--- src/rtl/clk_gate_pkg.sv ---
// Shared definitions for the clock-gating controller: channel state encoding
// and the width rule for the per-channel wake/idle counter.
package clk_gate_pkg;

    typedef enum logic [1:0] {
        ST_OFF  = 2'd0,
        ST_WAKE = 2'd1,
        ST_ON   = 2'd2,
        ST_IDLE = 2'd3
    } state_t;

    // Wide enough for max(wake, idle) - 1, never narrower than one bit.
    function automatic int cnt_width(input int wake_cycles, input int idle_cycles);
        int m;
        int w;
        m = (wake_cycles > idle_cycles) ? wake_cycles : idle_cycles;
        w = $clog2(m);
        return (w < 1) ? 1 : w;
    endfunction

endpackage

--- src/rtl/clk_gate_chan.sv ---
// One gated-domain channel: OFF/WAKE/ON/IDLE FSM with a shared wake/idle
// down-counter, driving a registered gate enable and acknowledge.
module clk_gate_chan
    import clk_gate_pkg::*;
#(
    parameter int WAKE_CYCLES = 2,
    parameter int IDLE_CYCLES = 4
) (
    input  logic CLK,
    input  logic RST,
    input  logic req,
    input  logic force_on,
    output logic clk_en,
    output logic ack
);

    localparam int CW = cnt_width(WAKE_CYCLES, IDLE_CYCLES);
    localparam logic [CW-1:0] WAKE_LD = CW'(WAKE_CYCLES - 1);
    localparam logic [CW-1:0] IDLE_LD = CW'(IDLE_CYCLES - 1);

    state_t          state, state_nxt;
    logic [CW-1:0]   cnt, cnt_nxt;
    logic            en_nxt, ack_nxt;
    logic            ereq;

    assign ereq = req | force_on;

    always_ff @(posedge CLK) begin
        if (RST) begin
            state  <= ST_OFF;
            cnt    <= '0;
            clk_en <= 1'b0;
            ack    <= 1'b0;
        end else begin
            state  <= state_nxt;
            cnt    <= cnt_nxt;
            clk_en <= en_nxt;
            ack    <= ack_nxt;
        end
    end

    always_comb begin
        state_nxt = state;
        cnt_nxt   = cnt;
        en_nxt    = 1'b1;
        ack_nxt   = 1'b0;
        case (state)
            ST_OFF: begin
                en_nxt = 1'b0;
                if (ereq) begin
                    state_nxt = ST_WAKE;
                    cnt_nxt   = WAKE_LD;
                    en_nxt    = 1'b1;
                end
            end
            // Request drops are ignored until the settling period has elapsed.
            ST_WAKE: begin
                if (cnt != '0) begin
                    cnt_nxt = cnt - 1'b1;
                end else if (ereq) begin
                    state_nxt = ST_ON;
                    ack_nxt   = req;
                end else begin
                    state_nxt = ST_IDLE;
                    cnt_nxt   = IDLE_LD;
                end
            end
            ST_ON: begin
                if (ereq) begin
                    ack_nxt = req;
                end else begin
                    state_nxt = ST_IDLE;
                    cnt_nxt   = IDLE_LD;
                end
            end
            // Clock is still running here, so a re-request skips the wake period.
            ST_IDLE: begin
                if (ereq) begin
                    state_nxt = ST_ON;
                end else if (cnt != '0) begin
                    cnt_nxt = cnt - 1'b1;
                end else begin
                    state_nxt = ST_OFF;
                    en_nxt    = 1'b0;
                end
            end
            default: begin
                state_nxt = ST_OFF;
                en_nxt    = 1'b0;
            end
        endcase
    end

endmodule

--- src/rtl/clk_gate_ctrl.sv ---
// Per-domain clock-gating controller: independent channels in parallel plus a
// registered "any domain enabled" summary.
module clk_gate_ctrl #(
    parameter int N_CH        = 2,
    parameter int WAKE_CYCLES = 2,
    parameter int IDLE_CYCLES = 4
) (
    input  logic            CLK,
    input  logic            RST,
    input  logic [N_CH-1:0] REQ,
    input  logic [N_CH-1:0] FORCE_ON,
    output logic [N_CH-1:0] CLK_EN,
    output logic [N_CH-1:0] ACK,
    output logic            ANY_ON
);

    for (genvar i = 0; i < N_CH; i++) begin : g_chan
        clk_gate_chan #(
            .WAKE_CYCLES (WAKE_CYCLES),
            .IDLE_CYCLES (IDLE_CYCLES)
        ) u_chan (
            .CLK      (CLK),
            .RST      (RST),
            .req      (REQ[i]),
            .force_on (FORCE_ON[i]),
            .clk_en   (CLK_EN[i]),
            .ack      (ACK[i])
        );
    end

    always_ff @(posedge CLK) begin
        if (RST) ANY_ON <= 1'b0;
        else     ANY_ON <= |CLK_EN;
    end

endmodule

--- config.mk ---
export PLATFORM = sky130hd
export DESIGN_NAME = clk_gate_ctrl
export DESIGN_NICKNAME = d
export VERILOG_FILES = /design/src/rtl/clk_gate_pkg.sv /design/src/rtl/clk_gate_chan.sv /design/src/rtl/clk_gate_ctrl.sv
export SDC_FILE = /design/constraint.sdc
export NUM_CORES = 1
export LEC_CHECK = 0
export ABC_CLOCK_PERIOD_IN_PS = 3900
export CORE_ASPECT_RATIO = 0.8
export CORE_UTILIZATION = 45
export DETAILED_ROUTE_END_ITERATION = 7
export GPL_TIMING_DRIVEN = 0
export PLACE_DENSITY = 0.67
export SLEW_MARGIN = 20
export SYNTH_ARGS = -nofsm -noshare
export SYNTH_HDL_FRONTEND = slang
export SYNTH_HIERARCHICAL = 1
export SYNTH_SLANG_ARGS = --single-unit
--- constraint.sdc ---
create_clock -name CLK -period 3.9 [get_ports CLK]
set_input_delay 1.17 -clock CLK [delete_from_list [all_inputs] [get_ports CLK]]
set_output_delay 1.17 -clock CLK [all_outputs]
set_load 0.02 [all_outputs]
==> impl_metrics.yaml <==
floorplanning:
  die_height_microns: 42.4
  fp.dieArea_sq_mm: 0.00223
  pin_count: 11
  row_count: 14
  dieWidth_microns: 52.5
  starting_density: 0.485
  core-area_sq_mm: 0.00189
sta:
  grt_setup_unrepaired: "no"
  slew_at_the_pin_with_the_worst_max_slew_slack_ns: 0.598
  slew_viol_final: 0
  max_slew_margin: 0.600
  setup_tns_ns: 0
  fmax_mhz: 402
  final.setup_skew_ns: 0.000874
  setup-violations-final: 0
  hold_slack_ns: 0.490
  post_layout_min_period_ns: 2.49
  hold_violations: 0
  crit_share_post_route: 0.638
synthesis:
  synth-compound-area-share: 0.271
  synth_cell_types: 37
  number_of_instances_in_the_synthesized_netlist: 109
  yosysSeqAreaShare: 0.283
  synth.ff_latch_count: 13
  avgSynthCellArea_sq_um: 8.43
  synthSimpleGateAreaFrac: 0.233
  synthesis.nets: 127
  muxShareOfSynthArea: 0
  synthesis.yosys.warnings: 6
  combinational_family_with_the_most_area_after_synthesis: "compound AO/OA/AOI/OAI gates"
  post_synth_fa_ha_maj_area_fraction: 0.163
  synth_xor_xnor_area_share: 0
  mappedNetlistArea_sq_um: 918
final_layout:
  layout-drive-gt1-share: 0.0894
  most_common_cell_after_layout_fill_and_taps_aside: "sky130_fd_sc_hd__dfxtp_1"
  finalNonFillerCells: 147
  final_net_count: 142
  area_delta_synth_final_pct: 17.0
  diodes: 0
  most-common-layout-cells: "13 x sky130_fd_sc_hd__dfxtp_1, 12 x sky130_fd_sc_hd__ha_1, 10 x sky130_fd_sc_hd__a21oi_1, 10 x sky130_fd_sc_hd__clkdlybuf4s50_1"
  final_core_util: 0.568
setup_path:
  cpPeakStageDelay_ns: 0.48
  cp.arrival_ns: 2.63
  endpoint_kind: "register"
  critical_path_peak_fanout: 6
  worstPathRequired_ns: 4.04
  slowest_library_cell_on_the_worst_path: "sky130_fd_sc_hd__a2111oi_0"
  r2r_setup_slack_ns: 2.20
  crit_chain: "clkdlybuf4s50_1 -> or2_1 -> buf_6 -> a2111oi_0 -> a211oi_1"
  timing_worst_setup_path_type: "input pin to register"
  start_kind: "input pin"
  reg2regPathDepth: 5
grt:
  overflow: 0
  antenna_found_initial: 0
  global_route.usage.total: 0.204
  grt_first_pass_wirelength_mm: 3.24
  largest_net_degree_at_the_start_of_global_routing: 18
  grt_pass1_vias: 741
clock_network:
  cts_tree: "done"
  post_cts_hold_buffer_count: 0
  cts.repair_timing.setup_buffer_count: 0
  insertion_delay_ns: 0.28
  cts.clk_slew.worst_paths_ns: 0.07
  post_cts_resized: 0
  cts_root_buffer_type: "sky130_fd_sc_hd__clkbuf_4"
  h-tree-depth: 1
  bufs_on_longest_clock_path: 2
  number_of_buffers_added_by_the_clock_tree_synthesis_step: 3
  cts.sinks: 13
flow_run:
  cap_violations: 0
detailed_routing:
  drcViolationCount: 0
  vias_per_cell: 5.73
  detail_route.wirelength_mm: 1.90
  first_drt_pass_iteration_count: 4
  dr_wl_met2_microns: 759
  detail-route-antenna-nets: 0
  via_count: 842
  wirelength_met1_microns: 991
  met3_wirelength_microns: 123
  highest_layer: "met4"
  drt_iter0_drc: 30
  avgRoutedWirePerCell_microns: 13.0
status:
  run_status: "finished, final reports clean"
min_path:
  holdPathStages: 1
  hold_class: "register to register"
power:
  total_power_per_unit_cell_area_mw_per_mm2: 680
  cellLeakagePower_nw: 0.404
  ir_worst_vdd_v: 0.000373
  final_total_power_uw: 731
placed_design:
  placed_cells_incl_taps: 143
  dp_hpwl_mm: 1.47
  gpl.final_weighted_congestion: 0.860
  port_buffers: 10
-- per-stage QoR --
| stage | area (sq um) | worst slack [ns] |
|---|---|---|
| 6_report | 1070 | 1.41 |
| 5_1_grt | 1070 | 1.32 |
| 4_1_cts | 1070 | 1.42 |
| 3_5_place_dp | 1050 | 1.14 |
| 3_3_place_gp | 1050 | 1.18 |
| 2_1_floorplan | 918 | 1.78 |
-- Yosys cell counts --
| cell type | number | area share |
|---|---|---|
| sky130_fd_sc_hd__a2111oi_0 | 2 | 0.019 |
| sky130_fd_sc_hd__nor2b_1 | 3 | 0.020 |
| sky130_fd_sc_hd__o22ai_1 | 2 | 0.014 |
| sky130_fd_sc_hd__buf_6 | 1 | 0.012 |
| sky130_fd_sc_hd__o21a_4 | 1 | 0.016 |
| sky130_fd_sc_hd__nand2b_1 | 2 | 0.014 |
| sky130_fd_sc_hd__o21ba_1 | 1 | 0.011 |
| sky130_fd_sc_hd__a221oi_1 | 1 | 0.0095 |
| sky130_fd_sc_hd__o21ai_0 | 3 | 0.016 |
| sky130_fd_sc_hd__o21ai_1 | 2 | 0.011 |
| sky130_fd_sc_hd__or2_1 | 1 | 0.0068 |
| sky130_fd_sc_hd__a211oi_1 | 1 | 0.0082 |
| sky130_fd_sc_hd__nor3_1 | 5 | 0.027 |
| sky130_fd_sc_hd__o22a_1 | 3 | 0.029 |
| sky130_fd_sc_hd__nor2_2 | 1 | 0.0068 |
| sky130_fd_sc_hd__nand2_1 | 6 | 0.025 |
| sky130_fd_sc_hd__nor3b_1 | 1 | 0.0082 |
| sky130_fd_sc_hd__a21oi_1 | 10 | 0.054 |
| sky130_fd_sc_hd__dfxtp_1 | 13 | 0.28 |
| sky130_fd_sc_hd__or2b_1 | 1 | 0.0082 |
| sky130_fd_sc_hd__a21boi_1 | 1 | 0.0082 |
| sky130_fd_sc_hd__nor2_1 | 9 | 0.037 |
| sky130_fd_sc_hd__inv_1 | 9 | 0.037 |
| sky130_fd_sc_hd__nor4_1 | 2 | 0.014 |
| sky130_fd_sc_hd__ha_1 | 12 | 0.16 |
| sky130_fd_sc_hd__or4_1 | 2 | 0.016 |
| sky130_fd_sc_hd__o21ai_2 | 1 | 0.0095 |
| sky130_fd_sc_hd__nand3_1 | 1 | 0.0054 |
| sky130_fd_sc_hd__a21o_2 | 1 | 0.0095 |
| sky130_fd_sc_hd__o2bb2ai_1 | 1 | 0.0095 |
| sky130_fd_sc_hd__a31oi_1 | 3 | 0.020 |
| sky130_fd_sc_hd__o31ai_1 | 2 | 0.016 |
| sky130_fd_sc_hd__nor2b_4 | 1 | 0.015 |
| sky130_fd_sc_hd__or2_4 | 1 | 0.0095 |
| sky130_fd_sc_hd__nor4_2 | 1 | 0.014 |
| sky130_fd_sc_hd__o32ai_1 | 1 | 0.0095 |
| sky130_fd_sc_hd__nand4_1 | 1 | 0.0068 |
-- registers in the layout, indices dropped and copies added (netlist names) --
name / count
g_chan.u_chan/cnt: 4
g_chan.u_chan/state: 4
g_chan.u_chan/ack: 2
g_chan.u_chan/clk_en: 2
ANY_ON: 1
-- layer usage --
metal	global-route usage	up-vias
li1	-	433
met5	0	-
met4	0.0947	0
met2	0.261	29
met1	0.289	376
met3	0.0833	4
-- kinds of logic after synthesis --
group / Yosys count
AOI/OAI and AO/OA: 36
adders and majority gates: 12
DFF: 13
buffers and inverters: 10
and+or+nand+nor: 38
-- report_power, final --
| group | internal (mW) | total, mW | switching (mW) |
|---|---|---|---|
| combinational | 0.189 | 0.433 | 0.244 |
| clock | 0.0397 | 0.0823 | 0.0426 |
| sequential | 0.179 | 0.216 | 0.0372 |
-- layout make-up --
cell class,count,area [sq um]
Clock buffer,4,26.3
Tap cell,24,30.0
Inverter,9,33.8
Multi-Input combinational cell,86,613
Timing Repair Buffer,10,100
Sequential cell,13,260
Buffer,1,11.3
Fill cell,178,817
-- final timing paths --
check / startpoint / to
max: REQ[0] / g_chan[0].u_chan/state[1]
min: g_chan[0].u_chan/clk_en / ANY_ON
max reg2reg: g_chan[0].u_chan/state[1] / g_chan[0].u_chan/state[1]
min reg2reg: g_chan[0].u_chan/clk_en / ANY_ON
-- critical path, delay by kind of cell --
family                 cells  cell delay, ns
AOI/OAI and AO/OA          2            0.63
buffers and inverters      2            0.59
and+or+nand+nor            1            0.24
Note: power is estimated with default switching activity, not from simulation.
